## config.mk

```make
export PLATFORM = sky130hd
export DESIGN_NAME = mem_bus_arbiter
export DESIGN_NICKNAME = d
export VERILOG_FILES = /design/src/rtl/mem_bus_arbiter_pkg.sv /design/src/rtl/arb_grant_sel.sv /design/src/rtl/mem_bus_arbiter.sv
export SDC_FILE = /design/constraint.sdc
export NUM_CORES = 1
export LEC_CHECK = 0
export BUFFER_PORTS_ARGS = -buffer_cell sky130_fd_sc_hd__buf_2
export CAP_MARGIN = 20
export CORE_AREA = 2 2 119 121
export DETAILED_ROUTE_END_ITERATION = 8
export DIE_AREA = 0 0 121 123
export GPL_ROUTABILITY_DRIVEN = 0
export GPL_TIMING_DRIVEN = 0
export PLACE_DENSITY = 0.42
export RECOVER_POWER = 25
export SLEW_MARGIN = 20
export SYNTH_ARGS = -nofsm -noshare
export SYNTH_HDL_FRONTEND = slang
export SYNTH_SLANG_ARGS = --single-unit
```

## constraint.sdc

```tcl
create_clock -name clk -period 1.25 [get_ports clk]
set_input_delay 0 -clock clk [delete_from_list [all_inputs] [get_ports clk]]
set_output_delay 0 -clock clk [all_outputs]
set_load 0.01 [all_outputs]
```

## src/rtl/mem_bus_arbiter_pkg.sv

```systemverilog
// Shared types for the memory bus arbiter: word type, FSM state and owner enums.
// Optional feature macro used by this block: ARB_FAIR_EN (instruction starvation guard).
package mem_bus_arbiter_pkg;

  localparam int unsigned WORD_W       = 32;
  localparam int unsigned STARVE_CNT_W = 3;

  typedef logic [WORD_W-1:0]       word_t;
  typedef logic [STARVE_CNT_W-1:0] starve_cnt_t;

  typedef enum logic [1:0] {
    IDLE = 2'd0,
    ADDR = 2'd1,
    DATA = 2'd2
  } arb_state_t;

  typedef enum logic {
    OWN_I = 1'b0,
    OWN_D = 1'b1
  } arb_owner_t;

endpackage

```

## src/rtl/arb_grant_sel.sv

```systemverilog
// Winner selection between the instruction and data requesters.
// Data wins by default; with ARB_FAIR_EN defined, instruction wins once the
// starve count reaches STARVE_MAX while both requests are pending.
module arb_grant_sel
  import mem_bus_arbiter_pkg::*;
#(
  parameter int unsigned STARVE_MAX = 4
) (
  input  logic                    i_req,
  input  logic                    d_req,
  input  logic [STARVE_CNT_W-1:0] starve_cnt,
  output arb_owner_t              winner
);

`ifndef ARB_FAIR_EN
  // Strict data priority never looks at the starve count.
  logic unused_cnt;
  assign unused_cnt = (^starve_cnt) ^ (STARVE_MAX == 32'd0);
`endif

  // Pick the owner for the next transaction.
  always_comb begin
    winner = OWN_D;
`ifdef ARB_FAIR_EN
    if (i_req && d_req && (starve_cnt == STARVE_CNT_W'(STARVE_MAX))) begin
      winner = OWN_I;
    end else if (d_req) begin
      winner = OWN_D;
    end else if (i_req) begin
      winner = OWN_I;
    end
`else
    if (!d_req && i_req) begin
      winner = OWN_I;
    end
`endif
  end

endmodule

```

## src/rtl/mem_bus_arbiter.sv

```systemverilog
// Shares one sram-like bus port between the fetch (i_*) and memory-stage (d_*)
// masters, one transaction outstanding at a time, data preferred.
// Optional feature macro: ARB_FAIR_EN (bounded instruction starvation).
module mem_bus_arbiter
  import mem_bus_arbiter_pkg::*;
#(
  parameter int unsigned ADDR_W     = 32,
  parameter int unsigned DATA_W     = 32,
  parameter int unsigned STARVE_MAX = 4
) (
  input  logic              clk,
  input  logic              reset,
  input  logic              i_req,
  input  logic              i_wr,
  input  logic [1:0]        i_size,
  input  logic [ADDR_W-1:0] i_addr,
  input  logic [DATA_W-1:0] i_wdata,
  output logic              i_addr_ok,
  output logic              i_data_ok,
  output logic [DATA_W-1:0] i_rdata,
  input  logic              d_req,
  input  logic              d_wr,
  input  logic [1:0]        d_size,
  input  logic [ADDR_W-1:0] d_addr,
  input  logic [DATA_W-1:0] d_wdata,
  output logic              d_addr_ok,
  output logic              d_data_ok,
  output logic [DATA_W-1:0] d_rdata,
  output logic              m_req,
  output logic              m_wr,
  output logic [1:0]        m_size,
  output logic [ADDR_W-1:0] m_addr,
  output logic [DATA_W-1:0] m_wdata,
  input  logic              m_addr_ok,
  input  logic              m_data_ok,
  input  logic [DATA_W-1:0] m_rdata
);

  arb_state_t              state, state_nxt;
  arb_owner_t              owner;
  arb_owner_t              winner;
  logic [STARVE_CNT_W-1:0] starve_cnt;
  logic                    any_req;
  logic                    grant;

  assign any_req = i_req | d_req;
  assign grant   = (state == IDLE) && any_req;

  arb_grant_sel #(
    .STARVE_MAX (STARVE_MAX)
  ) u_grant_sel (
    .i_req      (i_req),
    .d_req      (d_req),
    .starve_cnt (starve_cnt),
    .winner     (winner)
  );

  // State and owner registers; owner is latched only at the arbitration cycle.
  always_ff @(posedge clk) begin
    if (reset) begin
      state <= IDLE;
      owner <= OWN_D;
    end else begin
      state <= state_nxt;
      if (grant) begin
        owner <= winner;
      end
    end
  end

`ifdef ARB_FAIR_EN
  // Count data grants taken while fetch waits; an instruction grant clears it.
  always_ff @(posedge clk) begin
    if (reset) begin
      starve_cnt <= '0;
    end else if (grant) begin
      if (winner == OWN_I) begin
        starve_cnt <= '0;
      end else if (i_req && (starve_cnt != STARVE_CNT_W'(STARVE_MAX))) begin
        starve_cnt <= starve_cnt + 3'd1;
      end
    end
  end
`else
  assign starve_cnt = '0;
`endif

  // Next-state: IDLE arbitrates, ADDR waits for bus accept, DATA waits for bus ack.
  always_comb begin
    state_nxt = state;
    case (state)
      IDLE:    if (any_req)   state_nxt = ADDR;
      ADDR:    if (m_addr_ok) state_nxt = DATA;
      DATA:    if (m_data_ok) state_nxt = IDLE;
      default: state_nxt = IDLE;
    endcase
  end

  // Bus fields muxed from the owner in ADDR only; handshakes routed to the owner.
  always_comb begin
    m_req     = 1'b0;
    m_wr      = 1'b0;
    m_size    = '0;
    m_addr    = '0;
    m_wdata   = '0;
    i_addr_ok = 1'b0;
    i_data_ok = 1'b0;
    d_addr_ok = 1'b0;
    d_data_ok = 1'b0;
    case (state)
      ADDR: begin
        m_req = 1'b1;
        if (owner == OWN_D) begin
          m_wr      = d_wr;
          m_size    = d_size;
          m_addr    = d_addr;
          m_wdata   = d_wdata;
          d_addr_ok = m_addr_ok;
        end else begin
          m_wr      = i_wr;
          m_size    = i_size;
          m_addr    = i_addr;
          m_wdata   = i_wdata;
          i_addr_ok = m_addr_ok;
        end
      end
      DATA: begin
        if (owner == OWN_D) begin
          d_data_ok = m_data_ok;
        end else begin
          i_data_ok = m_data_ok;
        end
      end
      default: ;
    endcase
  end

  assign i_rdata = m_rdata;
  assign d_rdata = m_rdata;

endmodule

```

==> impl_summary.md <==
Run status
The run finished, with violations left. The checks that failed: negative setup slack.

Layout
The area overhead of the layout relative to synthesis is 151%. Of the cells placed in the final design, the portion with a size suffix greater than 1 is 0.772. The area of combinational cells with multiple inputs is 1400 um2.

The count of nets after finishing is a little under 700. The number of fill cells is 1,442. The footprint of the flip-flops and latches is 71.3 um2. Once layout is done, the placed cells without fillers occupy roughly 4200 um2. The number of antenna diodes in the final layout is 0.

Critical path
The critical-path maximum fanout is 7. Measured in cells, the most critical reg-to-reg path has a length of 3. The endpoint arrival time on the critical path is 1.36 ns.

Setup slack on the worst reg-to-reg path comes out at 0 ns. The worst setup path is of the reg2out kind. The worst setup path is captured at a primary output.

The required time at the worst-slack endpoint is between 1 and 1.5 ns. STA classifies the critical path startpoint as a register.

Timing
Measured against its own limit, the worst slew margin works out to 0.795. The final setup skew is 0.00123 ns. The smallest clock period supported by the final layout is computed as around 1.4 ns. The setup slack after layout is -0.107 ns.

The setup TNS after final layout is -3.24 ns. The count of endpoints failing hold in the final timing report is 0. The count of final setup violators is 68. The total count of max-transition violations in the final report came to 0. The ratio of final minimum period to clock period is 1.09. Derived from the worst setup path, the maximum achievable clock frequency is 737 MHz.

At the pin with the least slew margin, the transition time is between 0.2 and 0.3 ns. Setup repair after global routing could not meet its margin everywhere.

Drt
The wire length on met1 is 2.97 mm. The initial detailed-routing violation count is 40. The routed design uses 4.38 mm of met2 wire.

The number of antenna-violating nets in the routed design is 0. The routed layout has 2,558 vias. The total met3 wirelength after detailed routing is 833 um. After detailed routing, the average wire length per cell comes to 11.7 um. The total wirelength of the detailed-routed design is 8.23 mm. Routed signal wires occupy layers up through met4. The first-pass detailed-route iteration total is 4. The number of remaining DRC errors is 0. After detailed routing, the number of vias per cell comes to 3.64.

Die
The count of pins on the block boundary is 308. In this run the horizontal extent of the chip is 121 um. The number of placement rows is 43. The initial utilization of the core area, before any placement, comes to 0.122. The die covers 14,900 um2. The area of the placeable core is 13,600 um2. In this run the vertical extent of the chip is 123 um.

Place
Prior to clock tree synthesis, the placed netlist has a worst setup slack of -0.147 ns. The placement-stage cell area is about 3300 um2. The estimated wirelength of the detail-placed design is 6.63 mm. The count of input and output buffers is 275.

Yosys
The count of distinct cell types in the synthesized netlist is 17. Dividing the synthesized area by the synthesized cell count gives 7.16 um2. When the netlist entered floorplanning its net count stood at just over 400.

mux2i_1 takes more of the synthesized area than any other cell. The top cell type's share of synthesized area is 0.404. After synthesis, the cell types taking the most area are mux2i_1, buf_4, nor2_1, buf_2, dfxtp_1. The share of the Yosys chip area taken by registers is 0.0362. The cell count after synthesis came out at 232. The synthesized design contains 3 register bits. The Yosys step of the flow raised 0 warnings. The synthesized cell area is 1660 um2.

Clock network
The worst-case clock buffer depth is 2. The clock root buffer is clkbuf_16. After clock tree synthesis, the clock-pin slew on the worst setup and hold paths is 0.03 ns. TritonCTS built the clock tree. The sink count of the clock tree is 3. The level count of the clock H-tree is 1. The number of clock buffers inserted by TritonCTS is 3. The clock latency of the later-clocked register in the worst-skew pair is 0.22 ns.

Global routing
The total routing usage reported by global routing is 0.0886. The initial antenna violation count is 0. The sum of overflow across all layers after global routing is 0.

The first global-routing pass estimated 10.6 mm of wire. The number of global-route vias before repair is 2,262. The largest net degree at the start of global routing is 11.

Hold path
The class of the worst hold path is in2reg. Along the worst hold path, the cell count comes to 2.

Run
The number of max-cap violations is 0.

Power
The highest ir drop seen on vdd is 0.351 mV. The total power after layout is 2.44 mW. For this design the ratio of total power to cell area is 586 nW/um2. The leakage power of the design is 2.47 nW.
state kept, by name (all words and copies together), names as in the netlist:
signal  count
state       2
owner       1
worst paths after layout:
| check | startpoint | end |
|---|---|---|
| max | state[1]$_SDFFE_PP0P_ | m_addr[30] |
| min | d_req | owner$_SDFFE_PP1P_ |
| max reg2reg | state[1]$_SDFFE_PP0P_ | owner$_SDFFE_PP1P_ |
| min reg2reg | state[1]$_SDFFE_PP0P_ | state[0]$_SDFFE_PP0P_ |
cell usage in the layout (no fill, tap or decap):
cell / Yosys / final
clkbuf_1: 0 / 17
or3b_1: 1 / 1
a221o_1: 1 / 1
nor2_2: 0 / 10
inv_2: 0 / 1
dfxtp_4: 0 / 3
a21oi_2: 0 / 1
buf_4: 64 / 68
nor3_1: 1 / 1
and4b_1: 1 / 1
clkbuf_16: 0 / 7
mux2i_1: 67 / 47
nor2_1: 70 / 46
mux2i_2: 0 / 3
dlygate4sd3_1: 0 / 2
nand3b_1: 1 / 1
nand2b_4: 0 / 1
a2111oi_0: 1 / 1
nor2_4: 0 / 14
or3b_4: 0 / 1
buf_8: 0 / 3
nor4bb_4: 0 / 1
buf_2: 13 / 246
mux2i_4: 0 / 17
inv_1: 2 / 1
buf_16: 0 / 2
buf_12: 0 / 10
buf_6: 3 / 15
kinds of logic after synthesis:
logic type,after synthesis,share of synthesized area
buffers and inverters,82,0.353
AND/OR/NAND/NOR,77,0.192
multiplexers,67,0.404
AO/OA/AOI/OAI,3,0.0143
flip-flops,3,0.0362
per-stage QoR:
| stage | cells | hold slack, ns | util |
|---|---|---|---|
| final | 702 | 0.0305 | 0.306 |
| after global routing | 702 | 0.0637 | 0.306 |
| after CTS | 697 | 0.0332 | 0.270 |
| after detailed placement | 687 | 0.184 | 0.240 |
| after global placement | 687 | 0.185 | 0.240 |
| after floorplan | 232 | 0.0691 | - |
report_power, final:
group          switching, mW  internal [mW]
registers             0.0123          0.104
clock network         0.0875          0.421
logic                  0.788           1.03
critical path: stages, from the launching register on:
cell and delay (ns):
dfxtp_4 0.33, nand2b_4 0.14, buf_8 0.13, buf_12 0.14, clkbuf_16 0.16, nor2_2 0.09, buf_2 0.14
per-layer routing:
layer / track usage / up-vias
met5: 0 / -
met1: 0.104 / 1102
met3: 0.0226 / 4
met4: 0.0153 / 0
li1: - / 1287
met2: 0.164 / 165
Yosys cell counts:
| cell type | instances |
|---|---|
| nand2b_1 | 1 |
| nor2_1 | 70 |
| dfxtp_1 | 3 |
| nor4bb_1 | 1 |
| a221o_1 | 1 |
| or3b_2 | 1 |
| a21oi_1 | 1 |
| buf_6 | 3 |
| buf_2 | 13 |
| nand3b_1 | 1 |
| mux2i_1 | 67 |
| or3b_1 | 1 |
| and4b_1 | 1 |
| a2111oi_0 | 1 |
| inv_1 | 2 |
| buf_4 | 64 |
| nor3_1 | 1 |
repair_timing:
item	in CTS	in global routing
setup buffers	2	1
pin swaps	6	11
hold endpoints to repair	2	0
endpoints found under the setup margin	72	72
hold buffers	2	0
cloned	2	4
gates resized for setup	61	84
area by class of cell:
type,count,area share
inverter,2,0.00180
buffer,80,0.175
clock buffer,4,0.0189
multi-input combinational,147,0.335
timing repair buffer,286,0.399
sequential,3,0.0171
tap,180,0.0540
No activity file was read; power rests on OpenSTA's default activity.
